===== config.mk =====
export PLATFORM = sky130hd
export DESIGN_NAME = seq_restoring_divider
export DESIGN_NICKNAME = d
export VERILOG_FILES = /design/src/rtl/seq_restoring_divider_pkg.sv /design/src/rtl/seq_restoring_divider_addsub_unit.sv /design/src/rtl/seq_restoring_divider.sv
export SDC_FILE = /design/constraint.sdc
export NUM_CORES = 1
export LEC_CHECK = 0
export CAP_MARGIN = 20
export CORE_ASPECT_RATIO = 1.1
export CORE_UTILIZATION = 48
export CTS_CLUSTER_DIAMETER = 200
export DETAILED_ROUTE_END_ITERATION = 10
export PLACE_DENSITY = 0.72
export SYNTH_ARGS = -nofsm -noshare
export SYNTH_HDL_FRONTEND = slang
export SYNTH_HIERARCHICAL = 1
export SYNTH_SLANG_ARGS = --single-unit

===== constraint.sdc =====
create_clock -name clk -period 5.11 [get_ports clk]
set_clock_uncertainty 0.05 [all_clocks]
set_input_delay 0.7665 -clock clk [delete_from_list [all_inputs] [get_ports clk]]
set_output_delay 0.7665 -clock clk [all_outputs]
set_load 0.01 [all_outputs]

===== src/rtl/seq_restoring_divider_pkg.sv =====
// Shared definitions for the sequential restoring divider.
//   DIV_WIDTH_DEF : default operand width
//   DIV_CNT_W_DEF : iteration counter width for the default operand width
//   div_state_t   : controller state encoding
//   cnt_width()   : counter width for an arbitrary operand width (minimum 1 bit)
package seq_restoring_divider_pkg;

    localparam int DIV_WIDTH_DEF = 4;
    localparam int DIV_CNT_W_DEF = $clog2(DIV_WIDTH_DEF);

    typedef enum logic [1:0] {
        ST_IDLE = 2'd0,
        ST_RUN  = 2'd1,
        ST_DONE = 2'd2
    } div_state_t;

    function automatic int cnt_width(input int w);
        return (w > 1) ? $clog2(w) : 1;
    endfunction

endpackage


===== src/rtl/seq_restoring_divider_addsub_unit.sv =====
// Combinational N-bit ripple add/subtract unit.
//   a, b  : operands
//   m     : 0 = add, 1 = subtract (b is inverted and m is the carry-in)
//   sum   : N-bit result
//   carry : carry out of the top bit (for subtract: 1 means no borrow)
module addsub_unit #(
    parameter int N = 5
) (
    input  logic [N-1:0] a,
    input  logic [N-1:0] b,
    input  logic         m,
    output logic [N-1:0] sum,
    output logic         carry
);

    logic [N:0] total;

    always_comb begin
        total = {1'b0, a} + {1'b0, b ^ {N{m}}} + {{N{1'b0}}, m};
    end

    assign sum   = total[N-1:0];
    assign carry = total[N];

endmodule


===== src/rtl/seq_restoring_divider.sv =====
// Multi-cycle unsigned restoring divider, one shift-subtract step per clock,
// with a start/done handshake.
//   clk, rst_n   : clock, asynchronous active-low reset
//   start        : request, only looked at in IDLE
//   dividend     : numerator, captured on an accepted start
//   divisor      : denominator, captured on an accepted start
//   busy         : high while iterating
//   done         : one-cycle pulse, results valid from this cycle
//   quotient     : result, held until replaced by the next result
//   remainder    : result, held until replaced by the next result
//   div_by_zero  : set with done for a zero divisor, cleared on next accepted start
//
// state   | meaning
// --------+-----------------------------------------------------------
// ST_IDLE | waiting for start; results from the last operation held
// ST_RUN  | one restoring step per cycle, WIDTH cycles in total
// ST_DONE | single-cycle done pulse, then back to IDLE
module seq_restoring_divider
    import seq_restoring_divider_pkg::*;
#(
    parameter int WIDTH = DIV_WIDTH_DEF
) (
    input  logic             clk,
    input  logic             rst_n,
    input  logic             start,
    input  logic [WIDTH-1:0] dividend,
    input  logic [WIDTH-1:0] divisor,
    output logic             busy,
    output logic             done,
    output logic [WIDTH-1:0] quotient,
    output logic [WIDTH-1:0] remainder,
    output logic             div_by_zero
);

    localparam int CNT_W = cnt_width(WIDTH);
    localparam logic [CNT_W-1:0] CNT_LAST = CNT_W'(WIDTH - 1);

    div_state_t       state_q, state_d;
    logic [WIDTH:0]   r_q, r_d;
    logic [WIDTH-1:0] q_q, q_d;
    logic [CNT_W-1:0] cnt_q, cnt_d;
    logic [WIDTH-1:0] divisor_q, divisor_d;
    logic [WIDTH-1:0] quotient_q, quotient_d;
    logic [WIDTH-1:0] remainder_q, remainder_d;
    logic             div_by_zero_q, div_by_zero_d;

    logic [WIDTH:0]   r_shift;
    logic [WIDTH:0]   trial;
    logic             trial_neg;
    logic [WIDTH:0]   step_r;
    logic [WIDTH-1:0] step_q;
    logic             sub_carry_unused;

    // Shift the next dividend bit into the partial remainder, then trial-subtract.
    assign r_shift = {r_q[WIDTH-1:0], q_q[WIDTH-1]};

    addsub_unit #(
        .N (WIDTH + 1)
    ) u_addsub (
        .a     (r_shift),
        .b     ({1'b0, divisor_q}),
        .m     (1'b1),
        .sum   (trial),
        .carry (sub_carry_unused)
    );

    // The partial remainder stays below 2*divisor, so the top bit of the
    // (WIDTH+1)-bit difference is a reliable sign.
    assign trial_neg = trial[WIDTH];
    assign step_r    = trial_neg ? r_shift : trial;
    assign step_q    = {q_q[WIDTH-2:0], ~trial_neg};

    always_comb begin
        state_d       = state_q;
        r_d           = r_q;
        q_d           = q_q;
        cnt_d         = cnt_q;
        divisor_d     = divisor_q;
        quotient_d    = quotient_q;
        remainder_d   = remainder_q;
        div_by_zero_d = div_by_zero_q;

        unique case (state_q)
            ST_IDLE: begin
                if (start) begin
                    divisor_d     = divisor;
                    r_d           = '0;
                    q_d           = dividend;
                    cnt_d         = '0;
                    div_by_zero_d = 1'b0;
                    if (divisor == '0) begin
                        state_d       = ST_DONE;
                        quotient_d    = '1;
                        remainder_d   = dividend;
                        div_by_zero_d = 1'b1;
                    end else begin
                        state_d = ST_RUN;
                    end
                end
            end
            ST_RUN: begin
                r_d   = step_r;
                q_d   = step_q;
                cnt_d = cnt_q + CNT_W'(1);
                if (cnt_q == CNT_LAST) begin
                    state_d     = ST_DONE;
                    quotient_d  = step_q;
                    remainder_d = step_r[WIDTH-1:0];
                end
            end
            ST_DONE: begin
                state_d = ST_IDLE;
            end
            default: begin
                state_d = ST_IDLE;
            end
        endcase
    end

    always_ff @(posedge clk or negedge rst_n) begin
        if (!rst_n) begin
            state_q       <= ST_IDLE;
            r_q           <= '0;
            q_q           <= '0;
            cnt_q         <= '0;
            divisor_q     <= '0;
            quotient_q    <= '0;
            remainder_q   <= '0;
            div_by_zero_q <= 1'b0;
        end else begin
            state_q       <= state_d;
            r_q           <= r_d;
            q_q           <= q_d;
            cnt_q         <= cnt_d;
            divisor_q     <= divisor_d;
            quotient_q    <= quotient_d;
            remainder_q   <= remainder_d;
            div_by_zero_q <= div_by_zero_d;
        end
    end

    assign busy        = (state_q == ST_RUN);
    assign done        = (state_q == ST_DONE);
    assign quotient    = quotient_q;
    assign remainder   = remainder_q;
    assign div_by_zero = div_by_zero_q;

endmodule


# --- Word level (Yosys, flattened, before mapping) ---
# Index checks and enable logic that the tools add are counted.
classes:
  addsub: 3
  n_eq_ne: 6
  muxes: 20
  n_bitwise: 2
  reduce_logical: 7
ops:
  columns: ["op", "count"]
  rows:
  - ["$mux W4", 9]
  - ["$pmux W4 S2", 4]
  - ["$mux W2", 4]
  - ["$pmux W2 S2", 2]
  - ["$reduce_and A2 Y1", 3]
  - ["$add A5 B1 Y5 const B", 1]
  - ["$add A5 B5 Y5", 1]
  - ["$not A4 Y5", 1]
  - ["$eq A2 B2 Y1 const B", 2]
  - ["$logic_not A4 Y1", 1]
  - ["$ne A2 B2 Y1 const B", 2]
  - ["$reduce_and A4 Y1", 1]
  - ["$add A2 B1 Y2 const B", 1]
  - ["$eq A2 B1 Y1 const B", 1]
  - ["$logic_not A2 Y1", 1]
  - ["$ne A2 B1 Y1 const B", 1]
  - ["$reduce_bool A2 Y1", 1]
  - ["$mux W1", 1]
  - ["$not A1 Y1", 1]
word_totals:
  register_bits: 25
  inputBits: 11
  out_inout_bits: 11
  wordCells: 46

# --- Logic depth before layout (Yosys ltp) ---
logic_depth:
  depth_word: 6
  ltp_mapped: 11
  ltp_nobuf: 9

# --- By module ---
# The synthesis kept the hierarchy.
by_module_without_submodules:
  columns: ["module", "n_inst", "cells_each", "area_per_inst_um2", "seq_area_each_um2"]
  rows:
  - ["seq_restoring_divider", 1, 99, 1179.9, 625.6]
  - ["addsub_unit", 1, 29, 240.2, 0.0]

# --- Worst setup path before layout ---
# OpenSTA, ideal clock, no wires.
synth_timing:
  path_type: "reg-to-reg"
  start: "register divisor_q[1]"
  end: "register remainder_q[1], in the netlist remainder[1]"
  setup_ns: 0.126
  arrival_ns: 2.125
  required_time_ns: 4.934
  path_slack_ns: 2.809
  stages_incl_launch_ff: 11
  n_path_buf: 1
  period_less_slack_ns: 2.301
  cell_sequence: "dfrtp_1 -> xor2_1 -> inv_1 -> fa_1 -> nor2b_1 -> o31ai_1 -> xnor2_1 -> buf_1 -> mux2_2 -> mux2i_1 -> mux2i_1"
synth_via:
  elab_chain_cells: 6
synth_rtl:
  columns: ["element", "line_no", "text"]
  rows:
  - ["from (decl)", "seq_restoring_divider.sv:42", "logic [WIDTH-1:0] divisor_q, divisor_d;"]
  - ["from (signal assigned)", "seq_restoring_divider.sv:135", "divisor_q <= divisor_d;"]
  - ["$not A4 Y5 (no line)", null, null]
  - ["$add A5 B5 Y5", "seq_restoring_divider_addsub_unit.sv:19", "total = {1'b0, a} + {1'b0, b ^ {N{m}}} + {{N{1'b0}}, m};"]
  - ["$add A5 B1 Y5", "seq_restoring_divider_addsub_unit.sv:19", null]
  - ["net trial[4]", "seq_restoring_divider.sv:48", "logic [WIDTH:0] trial;"]
  - ["$mux W4", "seq_restoring_divider.sv:70", "assign step_r = trial_neg ? r_shift : trial;"]
  - ["$mux W4", "seq_restoring_divider.sv:105", "if (cnt_q == CNT_LAST) begin"]
  - ["$pmux W4 S2", "seq_restoring_divider.sv:83", "unique case (state_q)"]
  - ["to (signal assigned)", "seq_restoring_divider.sv:137", "remainder_q <= remainder_d;"]
  - ["to (decl)", "seq_restoring_divider.sv:44", "logic [WIDTH-1:0] remainder_q, remainder_d;"]
# The timed path passes the listed nets, and every way through them passes these cells. The select of a mux whose other input is x is not followed.
# A chain may end at the register's enable or synchronous reset.

# --- Worst setup path in the final report ---
layout_timing:
  start: "register state_q[1]"
  end: "output port busy"
layout_via:
  elab_chain_cells: 1
layout_rtl:
  columns: ["element", "line_no", "text"]
  rows:
  - ["from (decl)", "seq_restoring_divider.sv:38", "div_state_t state_q, state_d;"]
  - ["from (signal assigned)", "seq_restoring_divider.sv:131", "state_q <= state_d;"]
  - ["$eq A2 B1 Y1", "seq_restoring_divider.sv:142", "assign busy = (state_q == ST_RUN);"]
  - ["to (decl)", "seq_restoring_divider.sv:28", "output logic busy,"]
# Every way passes these cells.

==> results.md <==
Outcome:
- The flow ran to the end, and the final reports show no timing, DRC or antenna violations.

Worst hold path:
- The worst hold path was traced through 2 stages.
- The min-delay analysis places its worst path in the category reg2reg.

Die:
- The core region is about 2800 um^2.
- The floorplan has 20 rows.
- For this configuration, the core starts out at a cell density of around 50%.
- The die covers 3130 um^2.
- The die height is about 59 um.
- The die is approximately 53 um wide.
- The I/O pin count is 22.

Layout:
- The area taken by flip-flops and latches is between 600 and 700 um^2.
- The layout filler cell count is between 200 and 250.
- In the final design database the tool counted between 150 and 200 nets.
- The post-route standard cell area excluding fillers is ~1600 um^2.
- The multi-input combinational cells in the finished layout cover a total of slightly below 700 um^2.
- At the end of the flow the core is filled with cells to 58.9%.
- The area growth from synthesis to layout is 16.9%.
- The post-route netlist has approximately 14% of its cells at a drive strength greater than 1.
- 0 antenna diodes ended up in the layout.

Placement:
- Summing all placed instances gives a cell area of roughly 1600 um^2.
- The detailed placer's ending HPWL is 1970 um.
- The setup slack at placement is approximately 2.4 ns.
- Port buffering added 21 buffers.
- The weighted congestion at the end of routability-driven global placement is approximately 0.85.

Timing:
- Across all setup checks in the final design, the least slack found is 2.26 ns.
- The final number of max-transition violations is 0.
- Adding up every negative setup slack in the final design gives 0 ns.
- The shortest period the worst path allows is around 2.8 ns.
- The final critical path takes up between 50% and 60% of the cycle.
- The number of hold violations in the final report is 0.
- Setup violations remaining at the end of the flow were counted as 0.
- Setup repair after global routing left no endpoint under its margin.
- At the pin with the least slew margin, the transition time is ~0.9 ns.
- Headroom to the max-slew limit came out at 40.6%.
- For this run, the top clock speed supported by timing is 351 MHz.

Worst setup path:
- The type of element launching the critical path is a flop.
- Data arrives at the worst endpoint at around 2 ns.
- The sort of element at the end of the critical path is an output port.
- The worst register-to-register path has a depth of 9.
- The highest fanout seen on the critical path is 11.
- The critical path in this run is classified as reg2out.
- The critical path required time is 4.29 ns.

Power:
- The static leakage is about 0.76 nW.
- Of the total power, registers draw between 30% and 40%.
- The internal power of the cells totals 0.662 mW.
- The power share of the clock group is a little over 8%.
- In this run the power density over the cells is between 600 and 700 nW/um^2.
- IR analysis of the VDD net gives a maximum drop of approximately 0.36 mV.
- Net switching is about two fifths of the power.
- The analysis attributes to net switching a power of about 0.45 mW.
- The power share of the combinational group is 58.6%.
- The overall power of the completed layout is between 1 and 1.5 mW.

Logic synthesis:
- The count of yosys warnings during synthesis is 6.
- The average instance in the mapped netlist occupies roughly 11 um^2.
- The number of nets handed over by synthesis was about 140.
- The synthesized instance count is between 100 and 150.
- The area of the mapped netlist is approximately 1400 um^2.

Clock tree:
- After clock tree synthesis, the clock-pin slew on the worst setup and hold paths is around 0.14 ns.
- The number of hold buffers added after CTS was 0.
- The number of buffers inserted during clock tree synthesis is 3.
- For the worst-skew pair, the clock arrives at the later sink with an insertion delay of between 0.3 and 0.4 ns.
- The number of setup buffers added after CTS is 0.
- The maximum buffer depth of the clock tree is 2.
- Clock tree synthesis selected as its root buffer the cell sky130_fd_sc_hd__clkbuf_4.
- The CTS tree is built.
- The clock net in this run drives a total of 25 sinks.
- In this run, post-CTS repair resized a total of 0 instances.
- The CTS H-tree depth is 1.

Route:
- The routed length per placed instance is between 10 and 15 um.
- The iteration count of the initial detailed-routing pass is 5.
- The total wire length after detailed routing is 2630 um.
- Using the TritonRoute via totals, the vias-per-cell ratio works out to ~5.4.
- After detailed routing, the number of remaining DRC violations is 0.
- The final route contains 942 vias.
- The DRC violation total after the first TritonRoute iteration is 22.
- Once detail routing completed, the nets flagged for antenna violations numbered 0.

Global routing:
- The first global-routing pass estimated about 4500 um of wire.
- The number of global-route vias before repair is between 900 and 1000.
- The overall global routing resource usage is between 20% and 30%.
- The remaining global-route overflow is 0.
- The initial antenna violation count is 0.
- The maximum number of pins on one net before global-route repair is 26.

Run:
- The reported max-cap violation count is 0.
==> critical path: stages (launching register included) <==
cell and delay (ns):
sky130_fd_sc_hd__dfrtp_1 0.47, sky130_fd_sc_hd__nand2b_1 0.34, sky130_fd_sc_hd__inv_2 0.30, sky130_fd_sc_hd__clkdlybuf4s50_1 0.59
==> layer usage <==
metal	wire (um)	up-vias	share of wire (%)	GRT usage, %
li1	-	451	-	-
met1	1230	464	47	26.6
met2	1270	21	48	32.0
met3	95	6	3.6	4.65
met4	36	0	1.4	7.14
met5	0	-	0	0
==> metrics by stage <==
stage	std cells	hold WS, ns
global route	176	0.486
CTS	175	0.465
finish	176	0.459
floorplan	124	0.406
global placement	171	0.429
detailed placement	171	0.434
==> power groups by stage <==
stage	Clock, mW	Combinational [mW]	Sequential [mW]
floorplan	0	0.493	0.364
CTS	0.0936	0.657	0.370
detailed placement	0	0.652	0.374
finish	0.0905	0.653	0.371
global placement	0	0.632	0.370
global route	0.103	0.718	0.383
==> final timing paths <==
path,startpoint,end,slack [ns]
worst max-delay path,state_q[1]$_DFFE_PN0P_,busy,2.26
worst min-delay path,r_q[3]$_DFFE_PN0P_,r_q[3]$_DFFE_PN0P_,0.46
worst max register to register,divisor_q[1]$_DFFE_PN0P_,remainder[1]$_DFFE_PN0P_,2.46
worst min register to register,r_q[3]$_DFFE_PN0P_,r_q[3]$_DFFE_PN0P_,0.46
max in group asynchronous,rst_n,q_q[0]$_DFFE_PN0P_,3.83
min in group asynchronous,rst_n,divisor_q[2]$_DFFE_PN0P_,0.69
==> placed cells by master (no fill, tap or decap), types with 2 or more instances in the layout <==
cell	instances
sky130_fd_sc_hd__nor2_1	4
sky130_fd_sc_hd__o21ai_1	2
sky130_fd_sc_hd__xor2_1	6
sky130_fd_sc_hd__mux2_4	2
sky130_fd_sc_hd__o21ai_0	5
sky130_fd_sc_hd__a21oi_1	2
sky130_fd_sc_hd__dfrtp_1	25
sky130_fd_sc_hd__clkdlybuf4s50_1	21
sky130_fd_sc_hd__nand2b_1	2
sky130_fd_sc_hd__conb_1	2
sky130_fd_sc_hd__a22o_1	4
sky130_fd_sc_hd__inv_1	11
sky130_fd_sc_hd__nand2_1	8
sky130_fd_sc_hd__mux2i_1	14
sky130_fd_sc_hd__clkbuf_4	3
sky130_fd_sc_hd__ha_1	6
sky130_fd_sc_hd__nor2b_1	3
sky130_fd_sc_hd__mux2_2	8
sky130_fd_sc_hd__xnor2_1	2
==> cell type report <==
class	instances	share of cell area, %
sequential	25	38.3
clock inverter	1	0.306
inverter	12	2.75
multi-input combinational	80	41.2
timing repair buffer	22	13.5
clock buffer	3	1.38
tap	33	2.52
==> flip-flops by register name (all words and copies together) (netlist names) <==
| signal | cells |
|---|---|
| r_q | 4 |
| q_q | 4 |
| remainder | 4 |
| div_by_zero | 1 |
| divisor_q | 4 |
| state_q | 2 |
| quotient | 4 |
| cnt_q | 2 |
Power figures use the tool's default switching activity.
